[src/rtl/pc_stack_n_pkg.sv]
// ============================================================================
// Module  : pc_pkg
// Brief   : Shared command encoding, priority decode and PC successor helper
//           for pc_stack_n. Optional macro: PC_STACK_SAT_EN (saturating step).
// Revision: 1.0 - initial release
// ============================================================================
`default_nettype none

package pc_pkg;

    typedef enum logic [2:0] {
        CMD_HOLD = 3'd0,
        CMD_INC  = 3'd1,
        CMD_LOAD = 3'd2,
        CMD_CALL = 3'd3,
        CMD_RET  = 3'd4
    } pc_cmd_e;

    // Widest PC the helper below can represent.
    localparam int unsigned PC_MAX_WIDTH = 64;

    function automatic pc_cmd_e pc_decode(
        input logic ret,
        input logic call,
        input logic load,
        input logic inc
    );
        pc_cmd_e cmd;
        if (ret) begin
            cmd = CMD_RET;
        end else if (call) begin
            cmd = CMD_CALL;
        end else if (load) begin
            cmd = CMD_LOAD;
        end else if (inc) begin
            cmd = CMD_INC;
        end else begin
            cmd = CMD_HOLD;
        end
        return cmd;
    endfunction

    // Callers truncate the result back to their own width.
    function automatic logic [63:0] pc_next_inc(
        input logic [63:0] pc,
        input logic [63:0] step,
        input int unsigned width
    );
        logic [64:0] sum;
        logic [64:0] lim;
        sum = {1'b0, pc} + {1'b0, step};
        lim = (65'd1 << width) - 65'd1;
`ifdef PC_STACK_SAT_EN
        if (sum > lim) begin
            sum = lim;
        end
`else
        sum = sum & lim;
`endif
        return sum[63:0];
    endfunction

endpackage

`default_nettype wire

[src/rtl/pc_stack_n_if.sv]
// ============================================================================
// Module  : pc_stack_n_if
// Brief   : Command and status bundle between the fetch controller (master)
//           and the program counter / return stack (slave).
// Revision: 1.0 - initial release
// ============================================================================
`default_nettype none

interface pc_stack_n_if #(
    parameter int WIDTH = 16,
    parameter int DEPTH = 8
);
    localparam int SPW = $clog2(DEPTH + 1);

    logic             inc;
    logic             load;
    logic             call;
    logic             ret;
    logic [WIDTH-1:0] addr;
    logic             err_clr;
    logic [WIDTH-1:0] out;
    logic [SPW-1:0]   sp;
    logic             empty;
    logic             full;
    logic             ovf_err;
    logic             unf_err;

    modport master (
        output inc, load, call, ret, addr, err_clr,
        input  out, sp, empty, full, ovf_err, unf_err
    );

    modport slave (
        input  inc, load, call, ret, addr, err_clr,
        output out, sp, empty, full, ovf_err, unf_err
    );

endinterface

`default_nettype wire

[src/rtl/pc_stack_n_lifo.sv]
// ============================================================================
// Module  : lifo_stack
// Brief   : Return-address LIFO: storage plus occupancy pointer. Storage is
//           not reset; only the pointer is.
// Revision: 1.0 - initial release
// ============================================================================
`default_nettype none

module lifo_stack #(
    parameter int WIDTH = 16,
    parameter int DEPTH = 8
) (
    input  wire logic                       clk,
    input  wire logic                       rst,
    input  wire logic                       push_i,
    input  wire logic                       pop_i,
    input  wire logic [WIDTH-1:0]           din_i,
    output logic      [WIDTH-1:0]           dout_o,
    output logic      [$clog2(DEPTH+1)-1:0] sp_o,
    output logic                            full_o,
    output logic                            empty_o
);
    localparam int SPW = $clog2(DEPTH + 1);
    localparam int AW  = (DEPTH > 1) ? $clog2(DEPTH) : 1;

    logic [WIDTH-1:0] mem_q [DEPTH];
    logic [SPW-1:0]   sp_q;
    logic [SPW-1:0]   sp_d;
    logic [AW-1:0]    w_wr_idx;
    logic [AW-1:0]    w_rd_idx;
    logic             w_full;
    logic             w_empty;
    logic             w_do_push;
    logic             w_do_pop;

    assign w_full    = (sp_q == SPW'(DEPTH));
    assign w_empty   = (sp_q == '0);
    assign w_do_push = push_i & ~w_full;
    assign w_do_pop  = pop_i & ~w_empty & ~push_i;
    assign w_wr_idx  = AW'(sp_q);
    assign w_rd_idx  = AW'(sp_q - SPW'(1));

    always_comb begin
        sp_d = sp_q;
        if (w_do_push) begin
            sp_d = sp_q + SPW'(1);
        end else if (w_do_pop) begin
            sp_d = sp_q - SPW'(1);
        end
    end

    always_ff @(posedge clk or posedge rst) begin
        if (rst) begin
            sp_q <= '0;
        end else begin
            sp_q <= sp_d;
        end
    end

    always_ff @(posedge clk) begin
        if (w_do_push) begin
            mem_q[w_wr_idx] <= din_i;
        end
    end

    // Guarded read keeps an out-of-range index from ever reaching dout.
    assign dout_o  = w_empty ? '0 : mem_q[w_rd_idx];
    assign sp_o    = sp_q;
    assign full_o  = w_full;
    assign empty_o = w_empty;

endmodule

`default_nettype wire

[src/rtl/pc_stack_n.sv]
// ============================================================================
// Module  : pc_stack_n
// Brief   : Program counter with hold/step/jump/call/return and a return-
//           address stack. Optional macro: PC_STACK_SAT_EN (saturating step).
// Revision: 1.0 - initial release
// ============================================================================
`default_nettype none

module pc_stack_n
    import pc_pkg::*;
#(
    parameter int WIDTH = 16,
    parameter int DEPTH = 8,
    parameter int STEP  = 1
) (
    input wire logic  clk,
    input wire logic  rst,
    pc_stack_n_if.slave bus_if
);
    localparam int          SPW    = $clog2(DEPTH + 1);
    localparam logic [63:0] c_STEP = 64'(STEP);

    pc_cmd_e          w_cmd;
    logic [WIDTH-1:0] pc_q;
    logic [WIDTH-1:0] pc_d;
    logic             ovf_q;
    logic             ovf_d;
    logic             unf_q;
    logic             unf_d;
    logic [WIDTH-1:0] w_pc_inc;
    logic [WIDTH-1:0] w_stk_dout;
    logic [SPW-1:0]   w_sp;
    logic             w_full;
    logic             w_empty;
    logic             w_push;
    logic             w_pop;

    assign w_cmd    = pc_decode(bus_if.ret, bus_if.call, bus_if.load, bus_if.inc);
    // Shared by inc and by the return address pushed on call.
    assign w_pc_inc = WIDTH'(pc_next_inc(64'(pc_q), c_STEP, unsigned'(WIDTH)));

    always_comb begin
        pc_d   = pc_q;
        w_push = 1'b0;
        w_pop  = 1'b0;
        ovf_d  = ovf_q & ~bus_if.err_clr;
        unf_d  = unf_q & ~bus_if.err_clr;
        case (w_cmd)
            CMD_INC: begin
                pc_d = w_pc_inc;
            end
            CMD_LOAD: begin
                pc_d = bus_if.addr;
            end
            CMD_CALL: begin
                if (w_full) begin
                    ovf_d = 1'b1;
                end else begin
                    w_push = 1'b1;
                    pc_d   = bus_if.addr;
                end
            end
            CMD_RET: begin
                if (w_empty) begin
                    unf_d = 1'b1;
                end else begin
                    w_pop = 1'b1;
                    pc_d  = w_stk_dout;
                end
            end
            default: begin
                pc_d = pc_q;
            end
        endcase
    end

    always_ff @(posedge clk or posedge rst) begin
        if (rst) begin
            pc_q  <= '0;
            ovf_q <= 1'b0;
            unf_q <= 1'b0;
        end else begin
            pc_q  <= pc_d;
            ovf_q <= ovf_d;
            unf_q <= unf_d;
        end
    end

    lifo_stack #(
        .WIDTH (WIDTH),
        .DEPTH (DEPTH)
    ) u_stack (
        .clk     (clk),
        .rst     (rst),
        .push_i  (w_push),
        .pop_i   (w_pop),
        .din_i   (w_pc_inc),
        .dout_o  (w_stk_dout),
        .sp_o    (w_sp),
        .full_o  (w_full),
        .empty_o (w_empty)
    );

    assign bus_if.out     = pc_q;
    assign bus_if.sp      = w_sp;
    assign bus_if.empty   = w_empty;
    assign bus_if.full    = w_full;
    assign bus_if.ovf_err = ovf_q;
    assign bus_if.unf_err = unf_q;

endmodule

`default_nettype wire
[src/flat_wrapper.sv]
// flat-port wrapper written by rule: the top's interface ports become plain ports
module pc_stack_n_flat import pc_pkg::*;
#(
    parameter int WIDTH = 16,
    parameter int DEPTH = 8,
    parameter int STEP  = 1
)
  (clk, rst, bus_if_inc, bus_if_load, bus_if_call, bus_if_ret, bus_if_addr, bus_if_err_clr, bus_if_out, bus_if_sp, bus_if_empty, bus_if_full, bus_if_ovf_err, bus_if_unf_err);
  pc_stack_n_if #(.WIDTH(WIDTH), .DEPTH(DEPTH)) bus_if_i ();
  input wire logic clk;
  input wire logic rst;
  input wire logic [$bits(bus_if_i.inc)-1:0] bus_if_inc;
  input wire logic [$bits(bus_if_i.load)-1:0] bus_if_load;
  input wire logic [$bits(bus_if_i.call)-1:0] bus_if_call;
  input wire logic [$bits(bus_if_i.ret)-1:0] bus_if_ret;
  input wire logic [$bits(bus_if_i.addr)-1:0] bus_if_addr;
  input wire logic [$bits(bus_if_i.err_clr)-1:0] bus_if_err_clr;
  output wire logic [$bits(bus_if_i.out)-1:0] bus_if_out;
  output wire logic [$bits(bus_if_i.sp)-1:0] bus_if_sp;
  output wire logic [$bits(bus_if_i.empty)-1:0] bus_if_empty;
  output wire logic [$bits(bus_if_i.full)-1:0] bus_if_full;
  output wire logic [$bits(bus_if_i.ovf_err)-1:0] bus_if_ovf_err;
  output wire logic [$bits(bus_if_i.unf_err)-1:0] bus_if_unf_err;
  assign bus_if_i.inc = bus_if_inc;
  assign bus_if_i.load = bus_if_load;
  assign bus_if_i.call = bus_if_call;
  assign bus_if_i.ret = bus_if_ret;
  assign bus_if_i.addr = bus_if_addr;
  assign bus_if_i.err_clr = bus_if_err_clr;
  assign bus_if_out = bus_if_i.out;
  assign bus_if_sp = bus_if_i.sp;
  assign bus_if_empty = bus_if_i.empty;
  assign bus_if_full = bus_if_i.full;
  assign bus_if_ovf_err = bus_if_i.ovf_err;
  assign bus_if_unf_err = bus_if_i.unf_err;
  pc_stack_n #(.WIDTH(WIDTH), .DEPTH(DEPTH), .STEP(STEP)) u_core (.clk(clk), .rst(rst), .bus_if(bus_if_i));
endmodule
[config.mk]
export PLATFORM = sky130hd
export DESIGN_NAME = pc_stack_n_flat
export DESIGN_NICKNAME = d
export VERILOG_FILES = /design/src/rtl/pc_stack_n_pkg.sv /design/src/rtl/pc_stack_n_if.sv /design/src/rtl/pc_stack_n_lifo.sv /design/src/rtl/pc_stack_n.sv /design/src/flat_wrapper.sv
export SDC_FILE = /design/constraint.sdc
export NUM_CORES = 1
export LEC_CHECK = 0
export ABC_AREA = 1
export BUFFER_PORTS_ARGS = -buffer_cell sky130_fd_sc_hd__buf_2
export CORE_MARGIN = 3
export CORE_UTILIZATION = 55
export DETAILED_ROUTE_END_ITERATION = 12
export PLACE_DENSITY = 0.81
export SETUP_SLACK_MARGIN = 0.5
export SLEW_MARGIN = 10
export SYNTH_ARGS = -nofsm -noshare
export SYNTH_HDL_FRONTEND = slang
export SYNTH_HIERARCHICAL = 1
export SYNTH_SLANG_ARGS = --single-unit
export TNS_END_PERCENT = 30
[constraint.sdc]
create_clock -name clk -period 3.85 [get_ports clk]
set_clock_uncertainty 0.2 [all_clocks]
set_input_delay 0.1925 -clock clk [delete_from_list [all_inputs] [get_ports clk]]
set_output_delay 0.1925 -clock clk [all_outputs]
set_load 0.01 [all_outputs]
==> results of run 1 <==
-- worst max-delay path: stages, from the launching register on --
cell and delay (ps):
dfrtp_1 430, inv_1 100, ha_1 250, nand3_1 150, inv_1 110, nor2_1 210, nand2_1 240, inv_1 170
nand2_1 120, nor2_2 810
-- synth_stat cells, types with 5 or more instances --
cell,instances
a21oi_1,7
nor2_1,137
buf_2,14
clkbuf_1,11
xor2_1,7
nand2_1,190
inv_2,6
edfxtp_1,128
o21bai_1,16
dfrtp_1,22
nand2_2,5
o21ai_0,33
nand3_1,68
inv_1,87
buf_6,5
o21ai_1,6
-- kinds of logic (layout without fill, tap and decap cells) --
family          Yosys count  after routing  synth area share, %
xor+xnor                  9              9                1.295
fa+ha+maj                 3              3               0.5180
flops                   150            150                60.64
simple gates            421            421                24.34
buf+inv                 128            205                7.562
compound gates           69             69                5.646
-- flip-flops by register name (all words and copies together), names as in the netlist --
register               flops
u_core/u_stack/mem_q     128
u_core/u_stack/sp_o        4
u_core/bus_if.out         16
u_core/bus_if.unf_err      1
u_core/bus_if.ovf_err      1
-- path summary, 6_finish.rpt --
check / depth (start not counted) / slack (ps) / to / startpoint
worst max register to register: 9 / 690 / u_core/u_stack/mem_q[0][11]$_DFFE_PP_ / u_core/u_stack/sp_o[1]$_DFFE_PP0P_
worst min register to register: 2 / 340 / u_core/bus_if.ovf_err$_DFF_PP0_ / u_core/bus_if.ovf_err$_DFF_PP0_
worst max-delay path: 9 / 690 / u_core/u_stack/mem_q[0][11]$_DFFE_PP_ / u_core/u_stack/sp_o[1]$_DFFE_PP0P_
min in group clk: 5 / 20 / u_core/bus_if.out[15]$_DFFE_PP0P_ / bus_if_addr[15]
max in group asynchronous: 3 / 2670 / u_core/bus_if.out[10]$_DFFE_PP0P_ / rst
worst min-delay path: 3 / 9 / u_core/u_stack/sp_o[3]$_DFFE_PP0P_ / rst
-- timing repair --
action / CTS / global route
endpoints found under the hold margin: 37 / 0
endpoints found under the setup margin: 0 / 25
gates resized for setup: 0 / 0
hold buffers: 15 / 0
-- power breakdown --
group / total [W] / switching (W) / internal (W)
sequential: 0.00245 / 0.000200 / 0.00225
clock: 0.00172 / 0.000638 / 0.00108
combinational: 0.00342 / 0.00240 / 0.00102
total: 0.00758 / 0.00323 / 0.00435
-- metal layers --
layer | GRT usage (%) | share of wire, % | wire, um | vias up
met2 | 42.02 | 48 | 8874 | 330
li1 | - | - | - | 2651
met1 | 33.08 | 39 | 7159 | 2680
met4 | 11.97 | 3.5 | 642 | 0
met3 | 5.987 | 9.0 | 1652 | 60
met5 | 0 | 0 | 0 | -
-- cell type report --
| type | instances | area share [%] |
|---|---|---|
| Inverter | 96 | 4.343 |
| Tap cell | 172 | 2.558 |
| Timing Repair Buffer | 77 | 5.950 |
| Multi-Input combinational cell | 502 | 27.61 |
| Clock buffer | 18 | 5.102 |
| Clock inverter | 14 | 2.187 |
| Sequential cell | 150 | 52.25 |
-- metrics by stage --
step / hold WS [ps] / util (%)
floorplan: -241.4 / -
global placement: -98.62 / 59.88
detailed placement: -106.2 / 59.88
CTS: 0.6990 / 65.85
global route: 29.34 / 65.85
finish: 8.941 / 65.85
-- cells in the final DEF (no fill, tap or decap), types with 15 or more instances in the layout --
cell / instances
o21ai_0: 33
dfrtp_1: 21
edfxtp_1: 128
inv_1: 87
buf_4: 16
nand3_1: 68
buf_2: 46
nor2_1: 136
o21bai_1: 16
nand2_1: 190
dlygate4sd3_1: 15
clkbuf_16: 17
==> summary.txt, run 1 <==
Outcome
  – Run status: completed

Route
  – Initial DRC Count: 667
  – Drt total wl: 18.33 mm
  – Vias after detailed routing: 5721
  – DR WL/cell: 17.81 um
  – Remaining DRCs: 0
  – First drt pass iteration count: 7
  – Remaining antenna violation count: 0
  – Post-DR vias/cell: 5.560

CTS
  – Clock Root Buffer: clkbuf_16
  – Setup repair bufs after CTS: 0
  – CTS tree: done
  – CTS clk-pin slew, worst paths: 60 ps
  – Max H-tree Level: 4
  – Worst-Skew Late Latency: 420 ps
  – Clk sink count: 150
  – Clock buffer depth: 2
  – Total CTS buffers: 17

Place
  – DP HPWL: 11.72 mm
  – Setup WS pre-CTS: 703.3 ps
  – Post-DP Area: 7649 um2
  – Gpl congestion: 0.9060
  – Placed cells: 982
  – Buffers on Ports: 46

STA
  – Post-layout min period: 3165 ps
  – Unrepaired setup endpoints after global routing: yes
  – Achievable frequency: 316.0 MHz
  – Period utilisation layout: 82.20%
  – Least-Margin Pin Slew: 1007 ps
  – Fin worst setup slack: 685.3 ps
  – Hold Vio Cnt, Final: 0
  – Final-report setup violation count: 0
  – Slew HR: 32.81%
  – Pins Over Slew Limit: 0
  – Setup TNS Final: 0 ps

Worst setup path
  – Crit-path max FO: 16
  – Crit path kind: reg -> reg
  – Startpoint Class: register
  – Worst endpoint required time: 3690 ps
  – Crit end category: register
  – Worst EP arrival: 3000 ps

Synthesis
  – Syn Nets: 806
  – Seq/Total Area, Yosys: 60.64%
  – Post-synth top flop: edfxtp_1
  – Synth warnings: 6
  – Register bit total from synthesis: 150
  – Asr flop ratio synth: 14.67%
  – Post-synth top area share: 53.04%
  – Top cell type by total area after synthesis: edfxtp_1
  – Syn Std Cell Area: 7247 um2
  – Top post-synthesis cells by area: edfxtp_1, nand2_1, dfrtp_1
  – Unique masters post-synth: 35
  – Syn avg cell area: 9.291 um2
  – Mapped Cells: 780
  – EDFF count, synth: 128

Cells and area
  – Register cell area after layout: 4395 um2
  – Area grow syn2layout: 16.07%
  – Area of the multi-input gates: 2322 um2
  – Nets: 870
  – Fin area: 8412 um2
  – Number of fill cells: 964
  – Layout cells sized above 1: 14.94%
  – N_diodes: 0
  – Fin cells: 1029

Global route
  – GRT Residual Overflow: 0
  – Initial antenna violation count: 0
  – Overall Global Routing Usage: 25.84%
  – Vias in the first global route: 5491
  – Largest net degree at the start of global routing: 70
  – First-pass GRT wire length: 28.36 mm

Power
  – Cell Pwr Density: 901.5 nW/um2
  – VDD IR max: 0.5287 mV
  – Lkg Pwr: 3.639 nW
  – Pwr Total: 0.007583 W

Hold path
  – Worst min path class: in -> async

Floorplan
  – Starting density of the core: 56.73%
  – Cell Rows: 41
  – Die Span Y: 120.8 um
  – Die Wd: 120.8 um
  – Die ar.: 14590 um2
  – IO Pins: 47
  – Core ar.: 12770 um2

Flow run
  – Max-cap viol count: 0
(Power assumes the default switching activity.)
==> inputs of run 2 (changes only) <==
--- a/config.mk
+++ b/config.mk
@@ -10,7 +10,7 @@
 export CORE_MARGIN = 3
 export CORE_UTILIZATION = 55
 export DETAILED_ROUTE_END_ITERATION = 12
-export PLACE_DENSITY = 0.81
+export PLACE_DENSITY = 0.84
 export SETUP_SLACK_MARGIN = 0.5
 export SLEW_MARGIN = 10
 export SYNTH_ARGS = -nofsm -noshare
==> constraint.sdc (replaced) <==
create_clock -name clk -period 2.8 [get_ports clk]
set_clock_uncertainty 0.2 [all_clocks]
set_input_delay 0.14 -clock clk [delete_from_list [all_inputs] [get_ports clk]]
set_output_delay 0.14 -clock clk [all_outputs]
set_load 0.01 [all_outputs]
==> run 2 against run 1 <==
Effect of this change:
- cell count is 1.3% higher
- non-clock buffer count is 13 higher
- critical path depth increased by 2
- clock power increased by 26%
- worst setup slack got worse by 140 ps
- largest power group unchanged
- die area is the same
- combinational power up 47%
==> summary.txt, run 2 (synthesis results as in run 1) <==
CTS
  – CTS clk-pin slew, worst paths: 60 ps (about the same)
  – CTS tree: done
  – Total CTS buffers: 17 (unchanged)
  – Clock buffer depth: 2 (unchanged)
  – Worst-Skew Late Latency: 410 ps (about the same)
  – Clock Root Buffer: clkbuf_16
  – Clk sink count: 150 (unchanged)
  – Max H-tree Level: 4 (unchanged)

STA
  – Least-Margin Pin Slew: 827.0 ps (-179.8 ps)
  – Setup TNS Final: 0 ps (unchanged)
  – Slew HR: 44.80% (+12 points)
  – Unrepaired setup endpoints after global routing: yes
  – Fin worst setup slack: 541.6 ps (-143.8 ps)
  – Pins Over Slew Limit: 0 (unchanged)
  – Achievable frequency: 442.8 MHz (+40%)
  – Post-layout min period: 2258 ps (-906.2 ps)
  – Period utilisation layout: 80.66% (-1.5 points)
  – Final-report setup violation count: 0 (unchanged)
  – Hold Vio Cnt, Final: 0 (unchanged)

Global route
  – GRT Residual Overflow: 0 (unchanged)
  – Overall Global Routing Usage: 26.26% (+0.42 points)
  – Initial antenna violation count: 0 (unchanged)
  – Vias in the first global route: 5775 (+5.2%)
  – Largest net degree at the start of global routing: 70 (unchanged)
  – First-pass GRT wire length: 29.12 mm (+2.7%)

Floorplan
  – Die ar.: 14590 um2 (unchanged)
  – Starting density of the core: 56.73% (unchanged)
  – IO Pins: 47 (unchanged)
  – Die Wd: 120.8 um (unchanged)
  – Cell Rows: 41 (unchanged)
  – Die Span Y: 120.8 um (unchanged)
  – Core ar.: 12770 um2 (unchanged)

Worst setup path
  – Startpoint Class: register
  – Crit-path max FO: 68 (+52)
  – Worst EP arrival: 2400 ps (-600 ps)
  – Crit path kind: reg -> reg
  – Worst endpoint required time: 2940 ps (-750 ps)
  – Crit end category: register

Power
  – P_sw: 0.004547 W (+41%)
  – Reg power frac: 31.9% (-0.4 points)
  – Lkg Pwr: 3.713 nW (+2.0%)
  – Clock share of power: 20.6% (-2.0 points)
  – Cell Pwr Density: 1220 nW/um2 (+35%)
  – P_int: 0.006029 W (+39%)
  – Pwr Total: 0.01058 W (+39%)
  – Comb power frac: 47.5% (+2.4 points)
  – Switching Share: 42.99% (+0.36 points)
  – VDD IR max: 0.8027 mV (+52%)

Cells and area
  – Nets: 883 (+1.5%)
  – Layout cells sized above 1: 17.59% (+2.7 points)
  – Commonest non-fill, non-tap cell in the layout: nand2_1
  – N_diodes: 0 (unchanged)
  – Commonest non-fill, non-tap cells in the layout: nand2_1, edfxtp_1, nor2_1
  – Fin area: 8667 um2 (+3.0%)
  – Fin util: 67.85% (+2.0 points)
  – Area grow syn2layout: 19.60%
  – Biggest register: u_core/u_stack/mem_q
  – Largest register FFs: 128 (unchanged)

Flow run
  – Max-cap viol count: 0 (unchanged)

Hold path
  – Worst min path class: in -> reg

Route
  – Vias after detailed routing: 5900 (+3.1%)
  – DR WL/cell: 18.17 um (+2.0%)
  – Drt total wl: 18.93 mm (+3.3%)
  – First drt pass iteration count: 6 (-1)
  – Post-DR vias/cell: 5.662 (+1.8%)
  – Remaining antenna violation count: 0 (unchanged)
  – Initial DRC Count: 847 (+27%)
  – Remaining DRCs: 0 (unchanged)

Place
  – Setup WS pre-CTS: 385.6 ps (-317.7 ps)
  – Gpl congestion: 0.8972 (-0.97%)
  – Post-DP Area: 7807 um2 (+2.1%)
  – DP HPWL: 11.15 mm (-4.9%)
  – Buffers on Ports: 46 (unchanged)

Outcome
  – Run status: completed
run 2: cell count changes in the layout (fill, tap and decap cells not counted), moves of 2 or more:
| cell | previous run | this run |
|---|---|---|
| bufinv_16 | 4 | 2 |
| nor2_4 | 2 | 8 |
| nor2_2 | 5 | 9 |
| dlygate4sd3_1 | 15 | 20 |
| nand2_1 | 190 | 188 |
| buf_6 | 0 | 6 |
| nor3_4 | 0 | 3 |
| nor3_2 | 3 | 0 |
| inv_4 | 2 | 5 |
| inv_1 | 87 | 85 |
| nor2_1 | 136 | 126 |
| buf_12 | 0 | 2 |
run 2: timing repair:
item,CTS,global route
endpoints found under the hold margin,39,0
setup endpoints to repair,77,81
setup buffers,1,3
pin swaps,0,2
resized for setup,2,16
hold buffers,20,0
run 2: metal layers:
metal	wire length (um)	global-route usage, %
met1	6833	33.46
met4	526	10.98
met2	9331	44.01
met5	0	0
met3	2236	5.332
run 2: area by class of cell:
cell class | count | area [um2]
fillers | 810 | 4106
repair buffers | 90 | 665.6
well taps | 172 | 215.2
clock buffers | 19 | 432.9
flip-flops and latches | 150 | 4395
multi-input cells | 502 | 2452
clock inverters | 13 | 132.6
inverters | 96 | 372.9
run 2: worst paths after layout:
path                       slack, ps                                from  cells past startpoint                                end
max                              540  u_core/u_stack/sp_o[0]$_DFFE_PP0P_                     11   u_core/bus_if.out[8]$_DFFE_PP0P_
min                               70                          bus_if_inc                      6   u_core/bus_if.out[1]$_DFFE_PP0P_
max reg2reg                      540  u_core/u_stack/sp_o[0]$_DFFE_PP0P_                     11   u_core/bus_if.out[8]$_DFFE_PP0P_
min reg2reg                      340     u_core/bus_if.ovf_err$_DFF_PP0_                      2    u_core/bus_if.ovf_err$_DFF_PP0_
max in group asynchronous       1640                                 rst                      3  u_core/bus_if.out[11]$_DFFE_PP0P_
min in group asynchronous        250                                 rst                      3   u_core/bus_if.out[0]$_DFFE_PP0P_
run 2: through the flow:
step                hold slack, ps  std cells
floorplan                   -294.0        780
global placement            -162.8        986
detailed placement          -147.7        986
CTS                          10.57       1039
global route                 82.00       1042
finish                       69.28       1042
run 2: worst max-delay path: stages (launching register included):
cell	delay, ps
dfrtp_2	390
buf_6	440
nor2_1	140
nor2_1	200
o21ai_0	140
nand2_1	100
nor2_1	50
nor2_1	130
nand2_1	120
nand2_1	100
nor2_1	50
a21oi_1	110
run 2: power by group through the flow:
stage | Sequential, W | Clock [W] | Combinational [W]
global route | 0.00341 | 0.00228 | 0.00545
global placement | 0.00340 | 0 | 0.00439
finish | 0.00337 | 0.00217 | 0.00503
detailed placement | 0.00341 | 0 | 0.00458
CTS | 0.00336 | 0.00218 | 0.00472
floorplan | 0.00343 | 0 | 0.00318
